## src/rtl/cdb_arbiter.sv

```systemverilog
// cdb_arbiter: one holding slot per result producer (ALU, MEM, BCU) and a
// round-robin scheduler that broadcasts one (rob_id, value) per cycle on the CDB.
module cdb_arbiter #(
    parameter int NUM_REQ = 3,
    parameter int ROB_W   = 5,
    parameter int DATA_W  = 32
) (
    input  logic                      clk_in,
    input  logic                      rst_in,
    input  logic                      flush_in,
    input  logic [NUM_REQ-1:0]        req_valid,
    input  logic [NUM_REQ*ROB_W-1:0]  req_rob_id,
    input  logic [NUM_REQ*DATA_W-1:0] req_value,
    output logic [NUM_REQ-1:0]        req_ready,
    output logic [ROB_W-1:0]          cdb_rob_id,
    output logic [DATA_W-1:0]         cdb_value,
    output logic [1:0]                cdb_src,
    output logic [1:0]                pending_count
);
    // The 2-bit cdb_src port bounds the design to at most four requesters.
    localparam int PTR_W = 2;

    logic [NUM_REQ-1:0] r_occ;
    logic [ROB_W-1:0]   r_rob [NUM_REQ];
    logic [DATA_W-1:0]  r_val [NUM_REQ];
    logic [PTR_W-1:0]   r_rr_ptr;
    logic [ROB_W-1:0]   r_cdb_rob;
    logic [DATA_W-1:0]  r_cdb_val;
    logic [PTR_W-1:0]   r_cdb_src;
    logic [1:0]         r_pend;

    logic               w_any_grant;
    logic [PTR_W-1:0]   w_grant;
    logic [PTR_W-1:0]   w_scan;
    logic [NUM_REQ-1:0] w_grant_oh;
    logic [NUM_REQ-1:0] w_capture;
    logic [NUM_REQ-1:0] w_occ_nxt;
    logic [1:0]         w_pend_nxt;
    logic [PTR_W-1:0]   w_ptr_nxt;

    // Round-robin search starting at r_rr_ptr; the first occupied slot wins.
    always_comb begin
        // NOTE: every variable gets a default before any conditional write, so no latch is inferred.
        w_any_grant = 1'b0;
        w_grant     = '0;
        w_grant_oh  = '0;
        w_scan      = r_rr_ptr;
        for (int k = 0; k < NUM_REQ; k++) begin
            if (!w_any_grant && r_occ[w_scan]) begin
                w_any_grant        = 1'b1;
                w_grant            = w_scan;
                w_grant_oh[w_scan] = 1'b1;
            end
            w_scan = (w_scan == PTR_W'(NUM_REQ - 1)) ? '0 : w_scan + PTR_W'(1);
        end
    end

    // Ready ignores req_valid, so there is no combinational path valid -> ready.
    always_comb begin
        req_ready  = '0;
        w_capture  = '0;
        w_occ_nxt  = r_occ;
        w_pend_nxt = '0;
        for (int i = 0; i < NUM_REQ; i++) begin
            req_ready[i] = !flush_in && (!r_occ[i] || w_grant_oh[i]);
            w_capture[i] = req_valid[i] && req_ready[i] && (req_rob_id[i*ROB_W +: ROB_W] != '0);
            if (flush_in)
                w_occ_nxt[i] = 1'b0;
            else if (w_capture[i])
                w_occ_nxt[i] = 1'b1;
            else if (w_grant_oh[i])
                w_occ_nxt[i] = 1'b0;
            if (w_occ_nxt[i])
                w_pend_nxt = w_pend_nxt + 2'd1;
        end
        w_ptr_nxt = (w_grant == PTR_W'(NUM_REQ - 1)) ? '0 : w_grant + PTR_W'(1);
    end

    always_ff @(posedge clk_in or negedge rst_in) begin
        if (!rst_in) begin
            r_occ     <= '0;
            r_rr_ptr  <= '0;
            r_cdb_rob <= '0;
            r_cdb_val <= '0;
            r_cdb_src <= '0;
            r_pend    <= '0;
        end else begin
            r_occ  <= w_occ_nxt;
            r_pend <= w_pend_nxt;
            if (flush_in) begin
                r_cdb_rob <= '0;
                r_rr_ptr  <= '0;
            end else if (w_any_grant) begin
                r_cdb_rob <= r_rob[w_grant];
                r_cdb_val <= r_val[w_grant];
                r_cdb_src <= w_grant;
                r_rr_ptr  <= w_ptr_nxt;
            end else begin
                r_cdb_rob <= '0;
            end
        end
    end

    // NOTE: slot payload has no reset; it is only ever read while r_occ marks it valid.
    always_ff @(posedge clk_in) begin
        for (int i = 0; i < NUM_REQ; i++) begin
            if (w_capture[i]) begin
                r_rob[i] <= req_rob_id[i*ROB_W +: ROB_W];
                r_val[i] <= req_value[i*DATA_W +: DATA_W];
            end
        end
    end

    assign cdb_rob_id    = r_cdb_rob;
    assign cdb_value     = r_cdb_val;
    assign cdb_src       = r_cdb_src;
    assign pending_count = r_pend;

endmodule

```

## config.mk

```make
export PLATFORM = sky130hd
export DESIGN_NAME = cdb_arbiter
export DESIGN_NICKNAME = d
export VERILOG_FILES = /design/src/rtl/cdb_arbiter.sv
export SDC_FILE = /design/constraint.sdc
export NUM_CORES = 1
export LEC_CHECK = 0
export BUFFER_PORTS_ARGS = -buffer_cell sky130_fd_sc_hd__buf_2
export CAP_MARGIN = 10
export CORE_MARGIN = 3
export CORE_UTILIZATION = 52
export DETAILED_ROUTE_END_ITERATION = 8
export PLACE_DENSITY_LB_ADDON = 0.08
export SETUP_SLACK_MARGIN = 0.05
export SYNTH_ARGS = -nofsm -noshare
export SYNTH_HDL_FRONTEND = slang
export SYNTH_SLANG_ARGS = --single-unit
```

## constraint.sdc

```tcl
create_clock -name clk_in -period 7.98 [get_ports clk_in]
set_clock_uncertainty 0.05 [all_clocks]
set_input_delay 0.399 -clock clk_in [delete_from_list [all_inputs] [get_ports clk_in]]
set_output_delay 0.399 -clock clk_in [all_outputs]
set_load 0.005 [all_outputs]
```

## Yosys cells after proc, flatten, opt, wreduce, memory -nomap -nowiden

Memories as Yosys holds them, arrays and structs flattened. A register that Yosys moved wholly into a read port is not among the register bits.
Cells that the tools add are included.

- Add/sub/neg operators: 5
- $mul: 0
- Divide/modulo/power cells: 0
- $lt $le $gt $ge: 6
- Eq/ne operators: 3
- Shifts and indexed selects: 0
- Muxes and demuxes: 46
- Bitwise logic cells: 3
- Reduce and logical (&&, ||, !) cells: 29

Operator list:

| operator | number |
|---|---|
| 2-to-1 mux 1 bit | 25 |
| 2-to-1 mux 2 bit | 10 |
| nonzero test 5 bit | 3 |
| logical AND 1 bit | 14 |
| adder 2 x 1 -> 2 bit, second input constant | 5 |
| 2-to-1 mux 5 bit | 2 |
| less-than comparator 2 x 3 -> 1 bit, second input constant | 3 |
| 2-to-1 mux 3 bit | 3 |
| logical NOT 1 bit | 7 |
| binary-select mux 1 bit (select 2 bit) | 3 |
| demux 1 bit (select 2 bit) | 3 |
| equality test 2 bit, second input constant | 3 |
| greater-or-equal comparator 2 x 1 -> 1 bit, second input constant | 3 |
| OR 3 bit | 2 |
| logical OR 1 bit | 3 |
| AND reduction 2 bit | 1 |
| nonzero test 2 bit | 1 |
| inverter 1 bit | 1 |

- Bits in registers: 14
- Latch bits: 0
- RAM bits: 111
- Bits in read-only memories: 0
- Input bits: 117
- Logic and storage cells: 99
- Memories: 2

Memory list:

| memory | depth | bits a word | rd ports | clocked after Yosys merged registers in | wr ports | RTL line | RTL |
|---|---|---|---|---|---|---|---|
| r_val | 3 | 32 | 1 | 1 | 3 | 25 | `logic [DATA_W-1:0] r_val [NUM_REQ];` |
| r_rob | 3 | 5 | 1 | 0 | 3 | 24 | `logic [ROB_W-1:0] r_rob [NUM_REQ];` |

## Depth between registers and ports, before layout

- Word-level depth: 21
- Mapped depth: 8

## Least setup slack after synthesis

Ideal clock, no wire load.

- Kind: register to register
- From: register r_rr_ptr[1]
- To: memory r_rob[0][0] (enable)
- Setup time: 477 ps
- Arrival: 3463 ps
- Data required time: 7453 ps
- Slack: 3990 ps
- Cell stages (with the launch flop): 6
- Path buffers: 1
- Clock period less this slack: 3990 ps
- Cell sequence: dfrtp_1 -> buf_4 -> xor2_1 -> nand2_1 -> a21boi_0 -> nor3_1

RTL lines:

| what | RTL line | RTL |
|---|---|---|
| start, declared | 26 | `logic [PTR_W-1:0] r_rr_ptr;` |
| start signal, assigned | 97 | `r_rr_ptr <= w_ptr_nxt;` |
| end, declared | 24 |  |

==> run_results.csv <==
group,metric,value,unit
clock_network,cts_tree,"done",
clock_network,post_cts_buffers,0,
setup_path,cp_data_required_time,8070,ps
detailed_routing,via_count,4174,
timing,timing.fmax,379,MHz
floorplanning,die_y,111,µm
setup_path,reg2reg_to,"r_val[1][1]",
floorplanning,coreArea,0.0106,mm²
power_and_ir_drop,internal_power,1640,µW
synthesis,synth_edf_count,111,
setup_path,r2r-start,"r_rr_ptr[1]",
timing,hold_viol,0,
synthesis,synth.ff_latch_count,157,
setup_path,r2r_cells,4,
placement,placed_cells,629,
synthesis,synth_xor_area_share,0.305,%
power_and_ir_drop,p_sw,452,µW
synthesis,synthCells,349,
timing,setup_viol_count_final,0,
final_layout,fin_area,0.00838,mm²
setup_path,ff2ff_setup_slack,5340,ps
power_and_ir_drop,power.density,249,mW/mm²
timing,slew-limit-headroom,24.2,%
timing,fin_crit_sh,33.0,%
detailed_routing,met2_length,7580,µm
synthesis,async_flop_share,29.3,%
global_routing,grt_usage,24.4,%
setup_path,cp-end-kind,"flip-flop",
synthesis,yosysSeqAreaShare,78.1,%
clock_network,cts.clk_slew.worst_paths,60,ps
timing,worst_hold_slack,23.9,ps
final_layout,fin_cells,765,
global_routing,grt_antenna_before_repair,0,
placement,port-buffer-count,160,
detailed_routing,drtIter0Drc,343,
synthesis,synth.avg_cell_area,16.5,µm²
detailed_routing,drt_pass1_iterations,5,
detailed_routing,final_antenna_net_count,0,
run_status,status,"finished clean",
floorplanning,die_x,111,µm
synthesis,syn_area,0.00574,mm²
timing,worst_pin_slew,1130,ps
detailed_routing,wl_per_cell,19.1,µm
detailed_routing,vias_per_cell,5.46,
power_and_ir_drop,p_seq_share,46.9,%
clock_network,cts-resized-gates,0,
clock_network,holdBufCountCts,98,
placement,gp_congestion,0.784,
setup_path,startpoint_type,"flip-flop",
worst_hold_path,hold_path_class,"input pin to async pin",
clock_network,clockBufferDepth,2,
floorplanning,rows,37,
final_layout,nets,735,
floorplanning,dieArea,0.0123,mm²
synthesis,synthSimpleGateAreaFrac,2.85,%
placement,hpwlAfterDp,8450,µm
power_and_ir_drop,p_leak,0.00340,µW
detailed_routing,drt-total-wl,14600,µm
power_and_ir_drop,clockPowerShare,41.8,%
final_layout,layout_commonest_cell,"buf_2",
global_routing,grt_pass1_wl,23000,µm
synthesis,yosysWarningCount,0,
timing,setup_tns,0,ps
synthesis,synth.area.mux_share,0.436,%
global_routing,grt_overflow,0,
global_routing,grt_pass1_vias,4415,
synthesis,synth_cell_types,34,
final_layout,fill_cells,607,
clock_network,cts-root-buf,"clkbuf_8",
detailed_routing,drc,0,
synthesis,synth_nets,468,
final_layout,multiInputGateArea,0.00117,mm²
timing,period_needed,2640,ps
power_and_ir_drop,p_comb_share,11.3,%
synthesis,synth_top_family_by_area,"compound AO/OA/AOI/OAI gates",
power_and_ir_drop,swShare,21.6,%
synthesis,synth_fa_ha_area_share,0.436,%
detailed_routing,wl_met1,5640,µm
floorplanning,start_util,54.4,%
setup_path,criticalPathCategory,"flip-flop to flip-flop",
clock_network,ctsHtreeMaxLevel,4,
final_layout,insertedDiodeCount,0,
synthesis,synth_compound_area_share,15.5,%
synthesis,ys.flop_type,"edfxtp_1",
detailed_routing,met3WireLength,1100,µm
setup_path,cp_data_arrival_time,2730,ps
power_and_ir_drop,ir_drop,0.000204,V
final_layout,final_cell_mix,"buf_2, edfxtp_1, dlygate4sd3_1",
clock_network,clock_sinks,157,
setup_path,cp_max_fo,37,
placement,placed_area,0.00669,mm²
timing,grt_setup_unrepaired,"false",
final_layout,syn2layout_area_growth,45.8,%
job,maxCapViolCount,0,
global_routing,grt_max_degree,47,
clock_network,clk_latency,530,ps
floorplanning,ios,161,
detailed_routing,top_layer_used,"met4",
clock_network,cts_buffers,17,
final_layout,drive_gt1_share,32.6,%
timing,drv_slew,0,
final_layout,regArea,0.00448,mm²
==> synth_stat cells, types with 2 or more instances <==
| cell | n | share of area, % |
|---|---|---|
| a21o_1 | 2 | 0.26 |
| a21oi_1 | 5 | 0.44 |
| a221oi_2 | 2 | 0.52 |
| a22oi_1 | 69 | 9.0 |
| buf_2 | 10 | 0.87 |
| buf_4 | 3 | 0.39 |
| buf_6 | 2 | 0.39 |
| clkbuf_1 | 8 | 0.52 |
| dfrtp_1 | 46 | 20 |
| edfxtp_1 | 111 | 58 |
| ha_1 | 2 | 0.44 |
| inv_1 | 4 | 0.26 |
| nand2_1 | 15 | 0.98 |
| nand2b_1 | 3 | 0.33 |
| nor2_1 | 3 | 0.20 |
| nor2b_1 | 3 | 0.33 |
| nor3b_2 | 2 | 0.44 |
| o21ai_0 | 4 | 0.35 |
| o21ai_1 | 33 | 2.9 |
| o22ai_1 | 5 | 0.54 |
| or4_1 | 3 | 0.39 |
| xor2_1 | 2 | 0.31 |
==> metrics by stage <==
step	worst slack (ps)	util, %	total power [µW]
global placement	5410	63.4	1180
finish	5340	79.4	2090
global route	5110	79.4	2170
detailed placement	5350	63.4	1190
floorplan	3990	-	1080
CTS	5320	78.8	2090
==> per-layer routing <==
| layer | track usage (%) | up-vias |
|---|---|---|
| met1 | 30.8 | 2039 |
| met5 | 0 | - |
| met4 | 9.65 | 0 |
| met2 | 40.0 | 193 |
| met3 | 7.21 | 27 |
| li1 | - | 1915 |
==> power by group through the flow <==
| stage | combinational (µW) | sequential [µW] | clock [µW] |
|---|---|---|---|
| global placement | 189 | 991 | 0 |
| global route | 260 | 986 | 924 |
| finish | 236 | 979 | 874 |
| CTS | 232 | 978 | 882 |
| detailed placement | 194 | 993 | 0 |
| floorplan | 93.3 | 990 | 0 |
==> layout make-up <==
class	instances	area share (%)
Clock buffer	20	5.08
Clock inverter	12	2.61
Timing Repair Buffer	271	22.6
Multi-Input combinational cell	165	14.0
Tap cell	136	2.03
Inverter	4	0.179
Sequential cell	157	53.5
==> sequential cells by signal, summed over array words and instances (netlist names) <==
| register | flops |
|---|---|
| cdb_value | 32 |
| cdb_rob_id | 5 |
| cdb_src | 2 |
| r_occ | 3 |
| r_val | 96 |
| r_rob | 15 |
| pending_count | 2 |
| r_rr_ptr | 2 |
==> cells by family (layout without fill, tap and decap cells) <==
family / Yosys count / count (layout)
flip-flops: 157 / 157
AO/OA/AOI/OAI: 128 / 128
AND/OR/NAND/NOR: 31 / 31
buffers and inverters: 27 / 307
adder cells (fa/ha/maj): 2 / 2
XOR/XNOR: 2 / 2
multiplexers: 2 / 2
==> worst max path at each step <==
stage	start	endpoint	slack, ps
CTS	r_rr_ptr[1]	r_val[1][11]	5320
finish	r_rr_ptr[1]	r_val[1][1]	5340
detailed placement	r_rr_ptr[1]	r_val[1][9]	5350
global route	r_rr_ptr[1]	r_val[1][9]	5110
global placement	r_rr_ptr[1]	r_val[1][11]	5410
floorplan	r_rr_ptr[1]	r_rob[0][0]	3990
==> critical path, stage by stage (launching register included) <==
cell	delay [ps]
dfrtp_1	510
nand2b_1	270
a22o_1	280
a21oi_1	190
nor2b_4	940
Power figures use the tool's default switching activity.
